**src/rtl/signed_div_pkg.sv**
```systemverilog
// Shared types and constants for the sequential signed divider.
// Iteration count depends on SIGNED_DIV_RADIX4_EN at the top level.
package signed_div_pkg;

  localparam int N  = 8;
  localparam int DW = 2 * N;
  localparam int RW = N + 1;
  localparam int CW = 5;

  localparam logic [N-1:0] Q_POS_SAT = 8'h7F;
  localparam logic [N-1:0] Q_NEG_SAT = 8'h80;

  localparam logic [CW-1:0] ITER_R2 = 5'd16;
  localparam logic [CW-1:0] ITER_R4 = 5'd8;

  typedef enum logic [1:0] {
    IDLE,
    DIV,
    FIX
  } state_t;

endpackage

```
**src/rtl/signed_div_step.sv**
```systemverilog
// One restoring division step on magnitudes.
// Partial remainder stays below |divisor| so 9 bits hold it.
module signed_div_step
  import signed_div_pkg::*;
(
  input  logic [RW-1:0] rem_in,
  input  logic          bit_in,
  input  logic [N-1:0]  dvs,
  output logic [RW-1:0] rem_out,
  output logic          q_bit
);

  logic [RW:0] trial;

  // shift in the next dividend bit, trial-subtract, restore on borrow
  always_comb begin
    trial   = {rem_in, bit_in} - {2'b00, dvs};
    q_bit   = ~trial[RW];
    rem_out = q_bit ? trial[RW-1:0]
                    : {rem_in[RW-2:0], bit_in};
  end

endmodule

```
**src/rtl/signed_div16x8_seq.sv**
```systemverilog
// 16/8 signed sequential divider, restoring on magnitudes.
// Define SIGNED_DIV_RADIX4_EN for two quotient bits per cycle.
module signed_div16x8_seq
  import signed_div_pkg::*;
(
  input  logic         CLK,
  input  logic         RST,
  input  logic         start,
  input  logic [15:0]  dividend,
  input  logic [7:0]   divisor,
  output logic         busy,
  output logic         done,
  output logic [7:0]   quotient,
  output logic [7:0]   remainder,
  output logic         overflow,
  output logic         div_by_zero
);

`ifdef SIGNED_DIV_RADIX4_EN
  localparam logic [CW-1:0] ITER = ITER_R4;
`else
  localparam logic [CW-1:0] ITER = ITER_R2;
`endif

  state_t         state;
  state_t         state_nxt;
  logic [CW-1:0]  count;
  logic [DW-1:0]  shreg;
  logic [DW-1:0]  shreg_nxt;
  logic [RW-1:0]  rem;
  logic [RW-1:0]  rem_nxt;
  logic [N-1:0]   dvs_mag;
  logic           sign_q;
  logic           sign_r;
  logic           dz;
  logic           in_range;
  logic [N-1:0]   q_fix;
  logic [N-1:0]   r_fix;

  // shreg starts as |dividend| and fills with quotient bits from the LSB
`ifdef SIGNED_DIV_RADIX4_EN
  logic [RW-1:0] rem_mid;
  logic          q_hi;
  logic          q_lo;

  signed_div_step u_step_hi (
    .rem_in  (rem),
    .bit_in  (shreg[DW-1]),
    .dvs     (dvs_mag),
    .rem_out (rem_mid),
    .q_bit   (q_hi)
  );

  signed_div_step u_step_lo (
    .rem_in  (rem_mid),
    .bit_in  (shreg[DW-2]),
    .dvs     (dvs_mag),
    .rem_out (rem_nxt),
    .q_bit   (q_lo)
  );

  assign shreg_nxt = {shreg[DW-3:0], q_hi, q_lo};
`else
  logic q_bit;

  signed_div_step u_step (
    .rem_in  (rem),
    .bit_in  (shreg[DW-1]),
    .dvs     (dvs_mag),
    .rem_out (rem_nxt),
    .q_bit   (q_bit)
  );

  assign shreg_nxt = {shreg[DW-2:0], q_bit};
`endif

  assign busy = (state != IDLE);

  // state register
  always_ff @(posedge CLK or posedge RST) begin
    if (RST) state <= IDLE;
    else     state <= state_nxt;
  end

  // next-state logic: IDLE -> DIV -> FIX -> IDLE
  always_comb begin
    state_nxt = state;
    unique case (state)
      IDLE:    if (start) state_nxt = DIV;
      DIV:     if (count == ITER - 1'b1)
                 state_nxt = FIX;
      FIX:     state_nxt = IDLE;
      default: state_nxt = IDLE;
    endcase
  end

  // range check and sign fix-up of the magnitude results
  always_comb begin
    in_range = (shreg[DW-1:N] == '0) &&
               (!shreg[N-1] ||
                (sign_q && shreg[N-2:0] == '0));
    q_fix    = sign_q ? -shreg[N-1:0] : shreg[N-1:0];
    r_fix    = sign_r ? -rem[N-1:0] : rem[N-1:0];
  end

  // operand capture, iteration and result write-back
  always_ff @(posedge CLK or posedge RST) begin
    if (RST) begin
      count       <= '0;
      shreg       <= '0;
      rem         <= '0;
      dvs_mag     <= '0;
      sign_q      <= 1'b0;
      sign_r      <= 1'b0;
      dz          <= 1'b0;
      done        <= 1'b0;
      quotient    <= '0;
      remainder   <= '0;
      overflow    <= 1'b0;
      div_by_zero <= 1'b0;
    end else begin
      done <= 1'b0;
      unique case (state)
        IDLE: begin
          if (start) begin
            shreg   <= dividend[15] ? -dividend
                                    : dividend;
            dvs_mag <= divisor[7] ? -divisor
                                  : divisor;
            sign_q  <= dividend[15] ^ divisor[7];
            sign_r  <= dividend[15];
            dz      <= (divisor == '0);
            rem     <= '0;
            count   <= '0;
          end
        end
        DIV: begin
          rem   <= rem_nxt;
          shreg <= shreg_nxt;
          count <= count + 1'b1;
        end
        FIX: begin
          done <= 1'b1;
          if (dz) begin
            quotient    <= '0;
            remainder   <= '0;
            overflow    <= 1'b0;
            div_by_zero <= 1'b1;
          end else if (in_range) begin
            quotient    <= q_fix;
            remainder   <= r_fix;
            overflow    <= 1'b0;
            div_by_zero <= 1'b0;
          end else begin
            quotient    <= sign_q ? Q_NEG_SAT
                                  : Q_POS_SAT;
            remainder   <= '0;
            overflow    <= 1'b1;
            div_by_zero <= 1'b0;
          end
        end
        default: ;
      endcase
    end
  end

endmodule

```
**config.mk**
```make
export PLATFORM = sky130hd
export DESIGN_NAME = signed_div16x8_seq
export DESIGN_NICKNAME = d
export VERILOG_FILES = /design/src/rtl/signed_div_pkg.sv /design/src/rtl/signed_div_step.sv /design/src/rtl/signed_div16x8_seq.sv
export SDC_FILE = /design/constraint.sdc
export NUM_CORES = 1
export LEC_CHECK = 0
export CORE_MARGIN = 3
export CORE_UTILIZATION = 60
export DETAILED_ROUTE_END_ITERATION = 7
export PLACE_DENSITY = 0.89
export SETUP_SLACK_MARGIN = 0.4
export SLEW_MARGIN = 20
export SYNTH_ARGS = -nofsm -noshare
export SYNTH_HDL_FRONTEND = slang
export SYNTH_SLANG_ARGS = --single-unit
```
**constraint.sdc**
```tcl
create_clock -name CLK -period 6.4 [get_ports CLK]
set_input_delay 1.28 -clock CLK [delete_from_list [all_inputs] [get_ports CLK]]
set_output_delay 1.28 -clock CLK [all_outputs]
set_load 0.05 [all_outputs]
```
==> results_dict.tcl <==
set metrics [dict create \
    status "finished clean" \
    post_cts_buffers 0 \
    setup_tns_ns 0 \
    core_sq_um 5991 \
    yosysTopAreaCellShare 0.4140 \
    fillers 443 \
    period_needed_ns 3.105 \
    rsz0062_at_grt "no" \
    cts_num_sinks 62 \
    maxCapViolations 0 \
    htreeDepth 3 \
    async_flop_share 1.000 \
    yosysTopAreaCell "dfrtp_1" \
    place.detailed.hpwl_um 5828 \
    grt_start_max_net_pins 63 \
    cp_slowest_cell "or4_4" \
    maxSlewViolCount 0 \
    leakage_nw 1.924 \
    die_h_um 85.03 \
    max-slew-margin-rel 0.4473 \
    clock_latency_ns 0.35 \
    setup_viol 0 \
    numCtsBuffers 9 \
    die_width_um 85.03 \
    multi_input_area_sq_um 2024 \
    firstDrtPassIters 5 \
    grt_pass1_vias 2939 \
    syn_area_per_cell_sq_um 9.073 \
    post-route-drc-count 0 \
    areaGrowthSynthToFinish_pct 17.90 \
    synth_edf_count 0 \
    min_path_type "reg2reg" \
    core.rowCount 28 \
    timing.reg2reg.setup_slack_ns 3.87 \
    cts_tree "yes" \
    post_cts_resized 0 \
    antennaDiodeCount 0 \
    synth_area_sq_um 3747 \
    drive_gt1_frac 0.06987 \
    crit_type "in2reg" \
    grt-ovfl-total 0 \
    worstMarginPinSlew_ns 0.8291 \
    drtIter0Drc 329 \
    cp_max_fo 3 \
    ys_top_cells_by_area "dfrtp_1, o21ai_0, ha_1" \
    finalPower_w 0.002159 \
    syn_nets 455 \
    routed_wl_um 8314 \
    worstPathArrival_ns 3.30 \
    ctsHoldBuffers 0 \
    ys_seq_area_frac 0.4140 \
    start_util 0.6255 \
    dieArea_sq_um 7230 \
    vias 3221 \
    wire_per_inst_um 15.60 \
    max_freq_ghz 0.3221 \
    cts_buffer_depth 2 \
    synth_most_common_cell "dfrtp_1" \
    finalHoldViolations 0 \
    root_buffer "clkbuf_8" \
    antenna_found_initial 0 \
    vias_per_cell 6.043 \
    grt_pass1_wl_um 13960 \
    crit_path_end_kind "register" \
    synth_common_cells "dfrtp_1, o21ai_0, nand2_1" \
    gp_congestion 0.8729 \
    netlist_instances 413 \
    required_ns 6.60 \
    nNetsFinal 495 \
    ant_nets 0 \
    period_share 0.4851 \
    slowest_delay_ns 0.58 \
    track_usage 0.2421 \
    ys.flop_type "dfrtp_1" \
    powerDensity_nw_per_um2 488.7 \
    ys_warn_count 0 \
    ys_types 47 \
    clkTransAtPathRegs_ns 0.07 \
    ios 47 \
    clock_skew_ns 0.009125 \
    io_buffer_count 46 \
    ff_latch_area_sq_um 1551 \
    worstPathCellList "clkdlybuf4s50_1 > or4_4 > nor3_1 > nand2_1 > nor4_1 > mux2i_1 > o21ai_0" \
    ir_drop_mv 0.3982 \
    cp-start-kind "input pin" \
    synth.ff_latch_count 62 \
]
==> kinds of logic after synthesis <==
family | after synthesis | share of synthesized area
compound gates | 115 | 0.1970
xor+xnor | 29 | 0.07279
fa+ha+maj | 15 | 0.05209
buf+inv | 45 | 0.04708
flops | 62 | 0.4140
mux | 19 | 0.05142
simple gates | 128 | 0.1656
==> cell usage in the layout (no fill, tap or decap), types with 2 or more instances in the layout <==
cell             instances
a21oi_1                 17
a21o_1                   3
or3_1                    6
dfrtp_1                 62
nand2_1                 42
inv_1                   25
clkbuf_8                 9
clkdlybuf4s50_1         46
xor2_1                  19
o21ai_0                 48
ha_1                    14
a22o_1                  10
buf_4                    2
xnor2_1                  9
and3_1                   5
nor4_1                   5
o41ai_1                  6
a22oi_1                  8
o31ai_1                  7
nor3_1                   5
nand3_1                 14
mux2i_1                 17
nor2_1                  25
nand2b_1                 8
clkinvlp_4               5
nor2b_1                  7
mux2_2                   2
o22ai_1                  6
==> metal layers <==
metal / up-vias / track usage / routed length [um]
met5: - / 0 / 0
met4: 0 / 0.08921 / 175
met3: 22 / 0.05437 / 494
met2: 115 / 0.3948 / 4044
met1: 1533 / 0.3171 / 3599
li1: 1551 / - / -
==> registers in the layout (all words and copies together), names as in the netlist <==
register / count
dvs_mag: 8
div_by_zero: 1
remainder: 8
overflow: 1
state: 2
sign_q: 1
shreg: 16
count: 5
done: 1
quotient: 8
sign_r: 1
dz: 1
rem: 9
==> path summary, 6_finish.rpt <==
| kind | startpoint | endpoint | cells after the start |
|---|---|---|---|
| setup / recovery | dividend[6] | shreg[13]$_DFFE_PP0P_ | 7 |
| setup reg to reg | shreg[0]$_DFFE_PP0P_ | quotient[4]$_DFFE_PP0P_ | 8 |
| hold / removal | remainder[3]$_DFFE_PP0P_ | remainder[3]$_DFFE_PP0P_ | 2 |
| max in group asynchronous | RST | dvs_mag[4]$_DFFE_PP0P_ | 3 |
| hold reg to reg | remainder[3]$_DFFE_PP0P_ | remainder[3]$_DFFE_PP0P_ | 2 |
| min in group asynchronous | RST | remainder[4]$_DFFE_PP0P_ | 3 |
==> per-stage QoR <==
| step | hold WS [ns] | utilization | instances | setup slack, ns | instance area (sq um) |
|---|---|---|---|---|---|
| 2_1_floorplan | 0.4489 | - | 413 | 3.579 | 3747 |
| 3_3_place_gp | 0.4588 | 0.7074 | 517 | 2.984 | 4238 |
| 3_5_place_dp | 0.4699 | 0.7074 | 517 | 2.884 | 4238 |
| 4_1_cts | 0.4858 | 0.7366 | 533 | 3.248 | 4413 |
| 5_1_grt | 0.5083 | 0.7375 | 533 | 3.184 | 4418 |
| 6_report | 0.4805 | 0.7375 | 533 | 3.295 | 4418 |
==> report_power, final <==
part	internal [W]	leakage (nW)	total [W]	switching [W]
combinational	0.000509	1.07	0.00113	0.000622
sequential	0.000545	0.779	0.000721	0.000175
clock	0.000140	0.0735	0.000307	0.000167
total	0.00119	1.92	0.00216	0.000965
==> critical path, delay by kind of cell <==
family / cells / cell delay, ns
AO/OA/AOI/OAI: 1 / 0.09
buffers and inverters: 1 / 0.46
AND/OR/NAND/NOR: 4 / 1.25
multiplexers: 1 / 0.22
==> cell type report <==
cell class / instances / share of cell area
timing repair buffer: 48 / 0.1076
clock inverter: 7 / 0.01161
tap: 75 / 0.02124
inverter: 26 / 0.02209
multi-input combinational: 306 / 0.4582
sequential: 62 / 0.3512
clock buffer: 9 / 0.02804
(Power assumes the default switching activity.)
